**src/rtl/falling_block_ctrl.sv**
```systemverilog
// rtl/falling_block_ctrl.sv - single falling playfield cell sequencer with pixel bounds
module falling_block_ctrl #(
    parameter int COLS          = 10,
    parameter int ROWS          = 20,
    parameter int CELL          = 16,
    parameter int ORIGIN_X      = 120,
    parameter int ORIGIN_Y      = 20,
    parameter int SPAWN_COL     = 4,
    parameter int GRAVITY_TICKS = 30,
    parameter int SOFT_TICKS    = 2,
    parameter int WIDTH         = 11
) (
    input  logic             clock,
    input  logic             reset,
    input  logic             start,
    input  logic             frame_tick,
    input  logic             move_left,
    input  logic             move_right,
    input  logic             soft_drop,
    input  logic             occ_here,
    input  logic             occ_left,
    input  logic             occ_right,
    input  logic             occ_down,
    output logic [3:0]       col,
    output logic [4:0]       row,
    output logic [WIDTH-1:0] start_x,
    output logic [WIDTH-1:0] stop_x,
    output logic [WIDTH-1:0] start_y,
    output logic [WIDTH-1:0] stop_y,
    output logic             active,
    output logic             landed,
    output logic [3:0]       land_col,
    output logic [4:0]       land_row,
    output logic             game_over
);

    localparam int CNT_W = (GRAVITY_TICKS > 1) ? $clog2(GRAVITY_TICKS + 1) : 1;

    localparam logic [WIDTH-1:0] L_ORG_X   = WIDTH'(ORIGIN_X);
    localparam logic [WIDTH-1:0] L_ORG_Y   = WIDTH'(ORIGIN_Y);
    localparam logic [WIDTH-1:0] L_CELL    = WIDTH'(CELL);
    localparam logic [WIDTH-1:0] L_CELL_M1 = WIDTH'(CELL - 1);
    localparam logic [3:0]       L_SPAWN   = 4'(SPAWN_COL);
    localparam logic [3:0]       L_COL_MAX = 4'(COLS - 1);
    localparam logic [4:0]       L_ROW_MAX = 5'(ROWS - 1);
    localparam logic [CNT_W-1:0] L_GRAV_M1 = CNT_W'(GRAVITY_TICKS - 1);
    localparam logic [CNT_W-1:0] L_SOFT_M1 = CNT_W'(SOFT_TICKS - 1);

    typedef enum logic [2:0] {
        S_IDLE,
        S_SPAWN,
        S_CHECK,
        S_FALLING,
        S_LANDED,
        S_GAME_OVER
    } state_t;

    state_t           r_state;
    state_t           w_state_nxt;
    logic [3:0]       r_col;
    logic [3:0]       w_col_nxt;
    logic [4:0]       r_row;
    logic [4:0]       w_row_nxt;
    logic [CNT_W-1:0] r_cnt;
    logic [CNT_W-1:0] w_cnt_nxt;
    logic [3:0]       r_land_col;
    logic [3:0]       w_land_col_nxt;
    logic [4:0]       r_land_row;
    logic [4:0]       w_land_row_nxt;

    logic             w_move_l;
    logic             w_move_r;
    logic [CNT_W-1:0] w_period_m1;
    logic             w_due;
    logic [WIDTH-1:0] w_start_x;
    logic [WIDTH-1:0] w_start_y;

    // Move legality, active gravity period and due flag for the current position.
    always_comb begin
        w_move_l    = move_left & ~move_right & (r_col != 4'd0) & ~occ_left;
        w_move_r    = move_right & ~move_left & (r_col != L_COL_MAX) & ~occ_right;
        w_period_m1 = soft_drop ? L_SOFT_M1 : L_GRAV_M1;
        w_due       = (r_cnt >= w_period_m1);
    end

    // State, position and counter register; reset wins over everything.
    always_ff @(posedge clock) begin
        if (reset) begin
            r_state    <= S_IDLE;
            r_col      <= L_SPAWN;
            r_row      <= 5'd0;
            r_cnt      <= '0;
            r_land_col <= 4'd0;
            r_land_row <= 5'd0;
        end else begin
            r_state    <= w_state_nxt;
            r_col      <= w_col_nxt;
            r_row      <= w_row_nxt;
            r_cnt      <= w_cnt_nxt;
            r_land_col <= w_land_col_nxt;
            r_land_row <= w_land_row_nxt;
        end
    end

    // Next-state logic: a tick applies a move first, then gravity; a move on
    // a due tick parks the counter at P-1 so the drop re-evaluates next tick
    // against the new column.
    always_comb begin
        w_state_nxt    = r_state;
        w_col_nxt      = r_col;
        w_row_nxt      = r_row;
        w_cnt_nxt      = r_cnt;
        w_land_col_nxt = r_land_col;
        w_land_row_nxt = r_land_row;
        case (r_state)
            S_IDLE: begin
                if (start) w_state_nxt = S_SPAWN;
            end
            S_SPAWN: begin
                w_col_nxt   = L_SPAWN;
                w_row_nxt   = 5'd0;
                w_cnt_nxt   = '0;
                w_state_nxt = S_CHECK;
            end
            S_CHECK: begin
                w_state_nxt = occ_here ? S_GAME_OVER : S_FALLING;
            end
            S_FALLING: begin
                if (frame_tick) begin
                    if (w_move_l) w_col_nxt = r_col - 4'd1;
                    if (w_move_r) w_col_nxt = r_col + 4'd1;
                    if ((w_move_l | w_move_r) && w_due) begin
                        w_cnt_nxt = w_period_m1;
                    end else if (w_due) begin
                        w_cnt_nxt = '0;
                        if ((r_row == L_ROW_MAX) || occ_down) begin
                            w_state_nxt    = S_LANDED;
                            w_land_col_nxt = r_col;
                            w_land_row_nxt = r_row;
                        end else begin
                            w_row_nxt = r_row + 5'd1;
                        end
                    end else begin
                        w_cnt_nxt = r_cnt + CNT_W'(1);
                    end
                end
            end
            S_LANDED: begin
                w_state_nxt = S_SPAWN;
            end
            S_GAME_OVER: begin
                if (start) w_state_nxt = S_SPAWN;
            end
            default: begin
                w_state_nxt = S_IDLE;
            end
        endcase
    end

    // Pixel bounds follow the registered position combinationally.
    always_comb begin
        w_start_x = L_ORG_X + WIDTH'(r_col) * L_CELL;
        w_start_y = L_ORG_Y + WIDTH'(r_row) * L_CELL;
    end

    assign start_x   = w_start_x;
    assign stop_x    = w_start_x + L_CELL_M1;
    assign start_y   = w_start_y;
    assign stop_y    = w_start_y + L_CELL_M1;
    assign col       = r_col;
    assign row       = r_row;
    assign active    = (r_state == S_FALLING);
    assign landed    = (r_state == S_LANDED);
    assign land_col  = r_land_col;
    assign land_row  = r_land_row;
    assign game_over = (r_state == S_GAME_OVER);

endmodule

```
**config.mk**
```make
export PLATFORM = sky130hd
export DESIGN_NAME = falling_block_ctrl
export DESIGN_NICKNAME = d
export VERILOG_FILES = /design/src/rtl/falling_block_ctrl.sv
export SDC_FILE = /design/constraint.sdc
export NUM_CORES = 1
export LEC_CHECK = 0
export BUFFER_PORTS_ARGS = -buffer_cell sky130_fd_sc_hd__clkbuf_2
export CAP_MARGIN = 15
export CORE_ASPECT_RATIO = 0.9
export CORE_MARGIN = 2
export CORE_UTILIZATION = 49
export CTS_BUF_LIST = sky130_fd_sc_hd__clkbuf_4 sky130_fd_sc_hd__clkbuf_8 sky130_fd_sc_hd__clkbuf_16
export CTS_CLUSTER_DIAMETER = 30
export DETAILED_ROUTE_END_ITERATION = 7
export GPL_TIMING_DRIVEN = 0
export PLACE_DENSITY = 0.8
export RECOVER_POWER = 100
export SETUP_SLACK_MARGIN = 0.5
export SLEW_MARGIN = 40
export SYNTH_ARGS = -nofsm -noshare
export SYNTH_HDL_FRONTEND = slang
export SYNTH_SLANG_ARGS = --single-unit
```
**constraint.sdc**
```tcl
create_clock -name clock -period 3.3 [get_ports clock]
set_input_delay 0.495 -clock clock [delete_from_list [all_inputs] [get_ports clock]]
set_output_delay 0.495 -clock clock [all_outputs]
set_load 0.01 [all_outputs]
```
==> flow_summary.json, run 1 <==
{
  "vias": 1806,
  "postSynthAreaPerCell_um2": 8.10,
  "seq_area_um2": 520,
  "crit_end": "row[2]",
  "coreArea_um2": 3760,
  "setup_viol": 0,
  "gp_congestion": 0.868,
  "grt_overflow_total": 0,
  "grt_pass1_wl_mm": 6.97,
  "worst_slack_ps": 485,
  "leakage_nw": 1.07,
  "grt_pass1_vias": 1556,
  "vdd_ir_drop_max_uv": 292,
  "cts_buffer_depth": 2,
  "synthToLayoutAreaGrowth_pct": 20.5,
  "rr_startpoint": "col[0]",
  "drv_cap": 0,
  "synth_cells": 239,
  "post-cts-setup-buffers": 0,
  "post-place-ws_ps": 725,
  "yosys-top-cells-count": "dfxtp_1, buf_4, nor2_1",
  "worstMarginPinSlew_ps": 648,
  "post-route-util_pct": 62.1,
  "totalWireLength_mm": 4.28,
  "h-tree-depth": 1,
  "port_buffers": 52,
  "yosys_warnings": 0,
  "synth_top_cell_area_share_pct": 26.9,
  "path_clk_slew_ps": 100,
  "drive_above_1_share_pct": 14.6,
  "placementRows": 21,
  "cts_made_buffers": 3,
  "hold_slack_ps": 473,
  "max_slew_margin_pct": 56.8,
  "worstSkewPairLatency_ps": 280,
  "multiInputGateArea_um2": 1190,
  "required_ps": 3510,
  "final_nets": 339,
  "netlist-cell-type-count": 50,
  "start_util_pct": 51.5,
  "path_class": "reg2reg",
  "die-height_um": 63.6,
  "ys_ff_latch": 26,
  "cts_resized": 0,
  "die-area_um2": 4470,
  "final_antenna_net_count": 0,
  "finalHoldViolations": 0,
  "cp-end-kind": "register",
  "slew_viol_final": 0,
  "start_kind": "register",
  "period_minus_slack_ps": 2810,
  "drt-pass1-iter-count": 4,
  "synth_top_area_cell": "dfxtp_1",
  "cts_tree": "built",
  "startpoint": "col[0]",
  "antenna_found_initial": 0,
  "hpwlAfterDp_mm": 3.28,
  "arrival_ps": 3020,
  "pin_count": 76,
  "cp_max_fo": 9,
  "reg2reg_depth": 8,
  "n_fill_cell": 357,
  "drc": 0,
  "rsz0062_at_grt": "false",
  "synth_area_leaders": "dfxtp_1, buf_4, ha_1",
  "drt-initial-drc-count": 99,
  "reg2reg_to": "row[2]",
  "clock_skew_ps": 7.31,
  "synthArstFlopShare_pct": 0,
  "rrSetupSlack_ps": 490,
  "grt_start_max_net_pins": 16,
  "netlist_area_um2": 1940,
  "outcome": "complete, no violations",
  "max_freq_mhz": 355,
  "synth_flop_cell": "dfxtp_1",
  "fin_crit_sh_pct": 85.3,
  "root_buffer": "clkbuf_8",
  "hp-class": "reg2reg",
  "hold_buffers": 0,
  "yosysSeqAreaShare_pct": 26.9,
  "cts_sinks": 26,
  "diodes": 0,
  "synth.most_common_cell": "dfxtp_1",
  "die_x_um": 70.3,
  "power.density_nw_per_um2": 342,
  "grt_use_total_pct": 19.0,
  "timing.setup.tns_ps": 0,
  "synth-edff-count": 0,
  "post_drt_wl_per_cell_um": 11.9,
  "routed_via_density": 5.00
}
## per-stage QoR
step	cells	cell area [um^2]	power, W
finish	361	2330	0.000799
global route	361	2330	0.000838
floorplan	259	2010	0.000491
global placement	357	2330	0.000533
CTS	361	2400	0.000804
detailed placement	357	2330	0.000537
## sequential cells by signal, summed over array words and instances, names as in the netlist
register,flops
land_col,4
r_cnt,5
r_state,3
col,4
land_row,5
row,5
## metal layers
metal / up-vias / global-route usage (%) / part of all wire, %
met5: - / 0 / 0
met4: 0 / 3.61 / 0.61
met3: 4 / 4.16 / 5.0
met2: 50 / 31.4 / 48
met1: 809 / 25.6 / 46
li1: 943 / - / -
## layout by cell type (no fill, tap or decap), types with 2 or more instances in the layout
cell / instances
or4_1: 4
a21oi_1: 11
a31oi_1: 8
clkbuf_8: 3
nor2b_1: 2
a21o_1: 3
and3_1: 5
or2_2: 2
o21ai_0: 7
or3_1: 3
mux2i_1: 9
nand3b_1: 2
buf_4: 22
o21a_1: 2
xor2_1: 8
o22ai_1: 3
conb_1: 22
nor4_1: 3
clkbuf_1: 48
nor3_1: 4
ha_1: 11
clkbuf_2: 13
nor2_1: 19
nor3b_1: 2
xnor2_1: 6
inv_1: 18
nand2b_1: 4
nand3_1: 9
dfxtp_1: 26
nand2_1: 12
a22oi_1: 2
clkbuf_4: 2
## logic make-up after synthesis
| family | after synthesis | synth area share (%) |
|---|---|---|
| compound gates | 47 | 16.4 |
| xor+xnor | 14 | 6.33 |
| fa+ha+maj | 12 | 8.14 |
| buf+inv | 51 | 14.6 |
| flops | 26 | 26.9 |
| mux | 9 | 4.65 |
| other cells | 2 | 0.388 |
| simple gates | 78 | 22.6 |
## worst max-delay path: stages (launching register included)
cell,delay (ps)
dfxtp_1,350
clkbuf_1,210
inv_1,180
ha_1,240
or3b_1,420
a221oi_4,320
nand4_1,340
or4_1,510
a31oi_1,170
## worst min path at each step
stage	startpoint	end	slack [ps]	cells after the start
5_1_grt	r_cnt[4]	r_cnt[4]	520	2
3_5_place_dp	r_cnt[4]	r_cnt[4]	460	2
4_1_cts	r_cnt[4]	r_cnt[4]	480	2
2_1_floorplan	r_cnt[4]	r_cnt[4]	450	2
6_report	r_cnt[4]	r_cnt[4]	470	2
3_3_place_gp	r_cnt[4]	r_cnt[4]	460	2
## where the power goes
part / total, W / switching (W) / internal, W
combinational: 0.000194 / 0.000116 / 0.0000782
clock: 0.000271 / 0.000108 / 0.000163
sequential: 0.000333 / 0.0000105 / 0.000323
total: 0.000799 / 0.000235 / 0.000564
## area by class of cell
cell class                      count  share of cell area, %
Buffer                             33                   9.17
Clock buffer                        3                   1.77
Clock inverter                      1                   1.29
Inverter                           18                   2.90
Multi-Input combinational cell    182                   51.0
Sequential cell                    26                   22.3
Tap cell                           46                   2.47
Timing Repair Buffer               52                   9.07
Note: power is estimated with default switching activity, not from simulation.
==> run 2: changes to the inputs <==
--- a/config.mk
+++ b/config.mk
@@ -7,7 +7,7 @@
 export LEC_CHECK = 0
 export BUFFER_PORTS_ARGS = -buffer_cell sky130_fd_sc_hd__clkbuf_2
 export CAP_MARGIN = 15
-export CORE_ASPECT_RATIO = 0.9
+export CORE_ASPECT_RATIO = 0.7
 export CORE_MARGIN = 2
 export CORE_UTILIZATION = 49
 export CTS_BUF_LIST = sky130_fd_sc_hd__clkbuf_4 sky130_fd_sc_hd__clkbuf_8 sky130_fd_sc_hd__clkbuf_16
==> constraint.sdc (replaced) <==
create_clock -name clock -period 2.8 [get_ports clock]
set_input_delay 0.42 -clock clock [delete_from_list [all_inputs] [get_ports clock]]
set_output_delay 0.42 -clock clock [all_outputs]
set_load 0.01 [all_outputs]
==> run 2 against run 1 <==
Against the previous run: critical path depth is 1 lower; critical endpoint is now stop_y[8]; final cell count up 5.0%; clock skew fell by 5.5 ps; cell area is 7.3% higher.
==> flow_summary.json, run 2 (same netlist as run 1, synthesis figures left out) <==
{
  "die-height_um": 56.6,
  "drc": 0,
  "outcome": "complete, no violations",
  "arrival_ps": 2010,
  "cts_sinks": 26,
  "synthToLayoutAreaGrowth_pct": 29.3,
  "post_drt_wl_per_cell_um": 12.4,
  "cts_tree": "built",
  "h-tree-depth": 1,
  "antenna_found_initial": 0,
  "drv_cap": 0,
  "timing.setup.tns_ps": 0,
  "fin_crit_sh_pct": 86.8,
  "placementRows": 19,
  "required_ps": 2380,
  "slew_viol_final": 0,
  "cp_max_fo": 8,
  "grt_pass1_wl_mm": 7.24,
  "die_x_um": 79.1,
  "setup_viol": 0,
  "hold_depth": 2,
  "worstMarginPinSlew_ps": 882,
  "coreArea_um2": 3850,
  "grt_pass1_vias": 1620,
  "finalHoldViolations": 0,
  "grt_overflow_total": 0,
  "period_minus_slack_ps": 2430,
  "gp_congestion": 0.858,
  "leakage_nw": 1.19,
  "clock_skew_ps": 1.83,
  "max_freq_mhz": 411,
  "die-area_um2": 4480,
  "hp-start": "r_cnt[4]",
  "max_slew_margin_pct": 40.6,
  "diodes": 0,
  "start_util_pct": 50.3,
  "hpwlAfterDp_mm": 3.27,
  "rr_startpoint": "col[0]",
  "drt-initial-drc-count": 106,
  "grt_start_max_net_pins": 15,
  "vdd_ir_drop_max_uv": 304,
  "start_kind": "register",
  "rsz0062_at_grt": "true",
  "hp-class": "reg2reg",
  "cp-end-kind": "output pin",
  "layout_commonest_cell": "clkbuf_1",
  "path_class": "reg2out",
  "reg2reg_depth": 9,
  "root_buffer": "clkbuf_8",
  "vias": 1926,
  "cts_made_buffers": 3,
  "total_power_w": 0.000896,
  "path_clk_slew_ps": 90,
  "power.density_nw_per_um2": 358,
  "reg2reg_to": "row[0]",
  "cts_buffer_depth": 2,
  "rrSetupSlack_ps": 430,
  "drt-pass1-iter-count": 4,
  "totalWireLength_mm": 4.71,
  "port_buffers": 52,
  "mostFrequentLayoutCells": "clkbuf_1, buf_4, clkbuf_2, dfxtp_1, conb_1",
  "routed_via_density": 5.08,
  "final_nets": 351,
  "n_fill_cell": 347,
  "final_antenna_net_count": 0,
  "pin_count": 76,
  "drive_above_1_share_pct": 25.4,
  "grt_use_total_pct": 19.9,
  "holdPathEnd": "r_cnt[4]",
  "worstSkewPairLatency_ps": 280
}
-- run 2: area by class of cell --
| class | count | area [um^2] | area share (%) |
|---|---|---|---|
| tap | 52 | 65.1 | 2.60 |
| timing repair buffer | 64 | 312 | 12.4 |
| clock buffer | 4 | 55.1 | 2.20 |
| sequential | 26 | 522 | 20.8 |
| buffer | 33 | 219 | 8.75 |
| inverter | 18 | 82.6 | 3.30 |
| multi-input combinational | 182 | 1250 | 49.9 |
-- run 2: how the worst max path moves through the flow --
stage               startpoint         end  slack, ps  depth (start not counted)
floorplan               col[0]      row[2]        510                          8
global placement        col[0]      row[0]        420                          8
detailed placement      col[0]  r_state[2]        400                          8
CTS                     col[0]      row[0]        500                          9
global route            row[2]   stop_y[8]        230                          7
finish                  row[2]   stop_y[8]        370                          7
-- run 2: power breakdown --
group / leakage [nW] / internal (W) / switching, W
sequential: 0.210 / 0.000382 / 0.0000142
combinational: 0.948 / 0.000101 / 0.000149
clock: 0.0288 / 0.000126 / 0.000124
-- run 2: what timing repair did --
action / CTS / global route
endpoints found under the setup margin: 9 / 18
pin swaps: 6 / 7
hold endpoints to repair: 0 / 0
hold buffers: 0 / 0
gates resized for setup: 12 / 26
buffers inserted: 6 / 6
-- run 2: worst max-delay path, cell delays in order, from the launching register on --
cell and delay, ps:
dfxtp_1 320, clkbuf_1 190, and3_1 250, xnor2_1 340
inv_1 90, and3_1 200, xnor2_1 170, clkbuf_2 160
-- run 2: per-layer routing --
metal / global-route usage, % / wire [um]
met1: 28.1 / 2180
met2: 31.0 / 2130
met3: 4.66 / 326
met4: 4.19 / 73
met5: 0 / 0
-- run 2: stage by stage --
step	worst slack (ps)	hold slack, ps	cells	area (um^2)	util [%]
floorplan	515	446	259	2030	-
finish	369	475	379	2500	65.0
detailed placement	402	469	363	2350	61.1
global placement	416	461	363	2350	61.1
CTS	502	482	373	2490	64.7
global route	235	487	379	2500	65.0
==> run 3: changes to the inputs <==
--- a/config.mk
+++ b/config.mk
@@ -5,6 +5,7 @@
 export SDC_FILE = /design/constraint.sdc
 export NUM_CORES = 1
 export LEC_CHECK = 0
+export ABC_AREA = 1
 export BUFFER_PORTS_ARGS = -buffer_cell sky130_fd_sc_hd__clkbuf_2
 export CAP_MARGIN = 15
 export CORE_ASPECT_RATIO = 0.7
@@ -21,3 +22,4 @@
 export SYNTH_ARGS = -nofsm -noshare
 export SYNTH_HDL_FRONTEND = slang
 export SYNTH_SLANG_ARGS = --single-unit
+export TNS_END_PERCENT = 50
==> constraint.sdc (replaced) <==
create_clock -name clock -period 2.61 [get_ports clock]
set_input_delay 0.3915 -clock clock [delete_from_list [all_inputs] [get_ports clock]]
set_output_delay 0.3915 -clock clock [all_outputs]
set_load 0.01 [all_outputs]
==> run 3 against run 2 <==
Against the previous run: largest cell class unchanged; combinational power rose to 5.0 times the previous value; total power increased to 2.5 times the previous value; final cell count rose by 14%; global-route usage is 0.66 points higher; die area is 2.2% higher; clock power rose by 35%; critical path type unchanged; routed wire length grew 0.23%; sequential share of layout area is 0.18 points lower.
==> flow_summary.json, run 3 <==
{
  "port_buffers": 52,
  "mostFrequentLayoutCells": "nand2_1, nor2_1, clkbuf_1, buf_4, inv_1",
  "cp_max_fo": 8,
  "arrival_ps": 1820,
  "drc": 0,
  "routed_via_density": 4.70,
  "worstSkewPairLatency_ps": 270,
  "totalWireLength_mm": 4.72,
  "cts_made_buffers": 3,
  "required_ps": 2220,
  "leakage_nw": 1.22,
  "post_drt_wl_per_cell_um": 11.0,
  "timing.setup.tns_ps": 0,
  "seq_area_um2": 520,
  "die-area_um2": 4580,
  "cpMaxStageDelayCell": "dfxtp_1",
  "multiInputGateArea_um2": 1240,
  "dp.cells": 418,
  "synthToLayoutAreaGrowth_pct": 27.2,
  "synth.most_common_cell": "nand2_1",
  "stdcell_count": 431,
  "yosys_warnings": 0,
  "rrSetupSlack_ps": 530,
  "use_met3_pct": 3.96,
  "h-tree-depth": 1,
  "cpPeakStageDelay_ps": 600,
  "reg2reg_to": "row[0]",
  "diodes": 0,
  "grt_use_total_pct": 20.6,
  "slew_viol_final": 0,
  "grt_pass1_wl_mm": 7.66,
  "path_class": "reg2out",
  "use_met1_pct": 28.8,
  "start_util_pct": 50.8,
  "hp-start": "reset",
  "final_antenna_net_count": 0,
  "path_cells": "ha_4, xor2_2, nand2_1, nor2_4, a31o_2, clkbuf_1",
  "finalHoldViolations": 0,
  "netlist_area_um2": 1980,
  "vdd_ir_drop_max_uv": 714,
  "yosys-top-cells-count": "nand2_1, nor2_1, inv_1",
  "pin_count": 76,
  "drt-pass1-iter-count": 5,
  "final_nets": 403,
  "antenna_found_initial": 0,
  "synth_top_area_cell": "dfxtp_1",
  "start_kind": "register",
  "postSynthAreaPerCell_um2": 6.74,
  "outcome": "complete, no violations",
  "synth_flop_cell": "dfxtp_1",
  "max_freq_mhz": 451,
  "placementRows": 19,
  "gp_congestion": 0.800,
  "cts_buffer_depth": 2,
  "path_clk_slew_ps": 100,
  "drive_above_1_share_pct": 20.6,
  "grt_overflow_total": 0,
  "cts_sinks": 26,
  "cts_tree": "built",
  "cp-end-kind": "output pin",
  "cp_num_buf_inv": 1,
  "setup_viol": 0,
  "synth_cells": 294,
  "hold_depth": 2,
  "synthArstFlopShare_pct": 0,
  "period_minus_slack_ps": 2220,
  "synth_area_leaders": "dfxtp_1, nand2_1, buf_4",
  "drt-initial-drc-count": 114,
  "fin_crit_sh_pct": 84.9,
  "coreArea_um2": 3900,
  "power.density_nw_per_um2": 892,
  "holdPathEnd": "land_col[1]",
  "ys_ff_latch": 26,
  "hold_buffers": 0,
  "rsz0062_at_grt": "true",
  "yosysSeqAreaShare_pct": 26.3,
  "hpwlAfterDp_mm": 3.63,
  "die_x_um": 80.0,
  "layout_commonest_cell": "nand2_1",
  "total_power_w": 0.00225,
  "synth-edff-count": 0,
  "hp-class": "in2reg",
  "rr_startpoint": "col[0]",
  "grt_pass1_vias": 1723,
  "die-height_um": 57.2,
  "clock_skew_ps": 7.01,
  "netlist-cell-type-count": 32,
  "vias": 2027,
  "grt_util_met2_pct": 33.5,
  "grt_start_max_net_pins": 16,
  "synth_top_cell_area_share_pct": 26.3,
  "grt.busiest_layer": "met2",
  "crit_family": "flip-flops",
  "root_buffer": "clkbuf_8",
  "drv_cap": 0,
  "reg2reg_depth": 11,
  "n_fill_cell": 387
}
run 3: cell count changes after synthesis, moves of 5 or more:
cell / delta
nand3_1: +13
a31oi_1: -8
mux2i_1: -9
inv_1: +15
nor2_1: +16
nand4_1: +9
and3_1: -5
a21oi_1: +13
nand2_1: +49
run 3: report_power, final:
group          total, W  internal, W  leakage (nW)  switching [W]
combinational   0.00126     0.000495         0.974       0.000762
sequential     0.000652     0.000476         0.211       0.000176
clock          0.000338     0.000205        0.0357       0.000133
run 3: timing repair:
item,4_1_cts,5_1_grt
setup endpoints to repair,8,18
setup buffers,2,7
gates resized for setup,8,13
pin swaps,0,1
run 3: routing by layer:
layer | vias to the layer above | share of wire [%]
li1 | 1062 | -
met1 | 889 | 47
met2 | 72 | 46
met3 | 4 | 6.4
met4 | 0 | 0.76
met5 | - | 0
run 3: layout make-up:
cell class | instances | share of cell area (%)
clock inverters | 1 | 1.19
well taps | 52 | 2.58
plain buffers | 30 | 8.09
inverters | 35 | 5.36
flip-flops and latches | 26 | 20.7
multi-input cells | 223 | 49.2
clock buffers | 3 | 1.64
repair buffers | 61 | 11.3
run 3: stage by stage:
step	area (um^2)	util (%)	setup slack, ps	hold slack (ps)
floorplan	2060	-	656	472
global placement	2380	61.1	550	452
detailed placement	2380	61.1	446	461
CTS	2490	64.0	507	446
global route	2520	64.6	266	466
finish	2520	64.6	395	438
run 3: how the worst max path moves through the flow:
stage / startpoint / end / cells past startpoint
finish: row[0] / stop_y[9] / 6
global route: row[0] / stop_y[7] / 6
CTS: row[0] / stop_y[7] / 7
detailed placement: row[0] / stop_y[9] / 6
global placement: row[0] / stop_y[9] / 6
floorplan: row[0] / stop_y[9] / 5
run 3: logic make-up (layout without fill, tap and decap cells):
family | count (synthesis) | after routing | share of synthesized area (%)
compound gates | 38 | 38 | 11.1
buf+inv | 65 | 130 | 16.9
xor+xnor | 13 | 13 | 5.75
fa+ha+maj | 12 | 12 | 7.96
flops | 26 | 26 | 26.3
simple gates | 138 | 138 | 31.6
other cells | 2 | 22 | 0.379
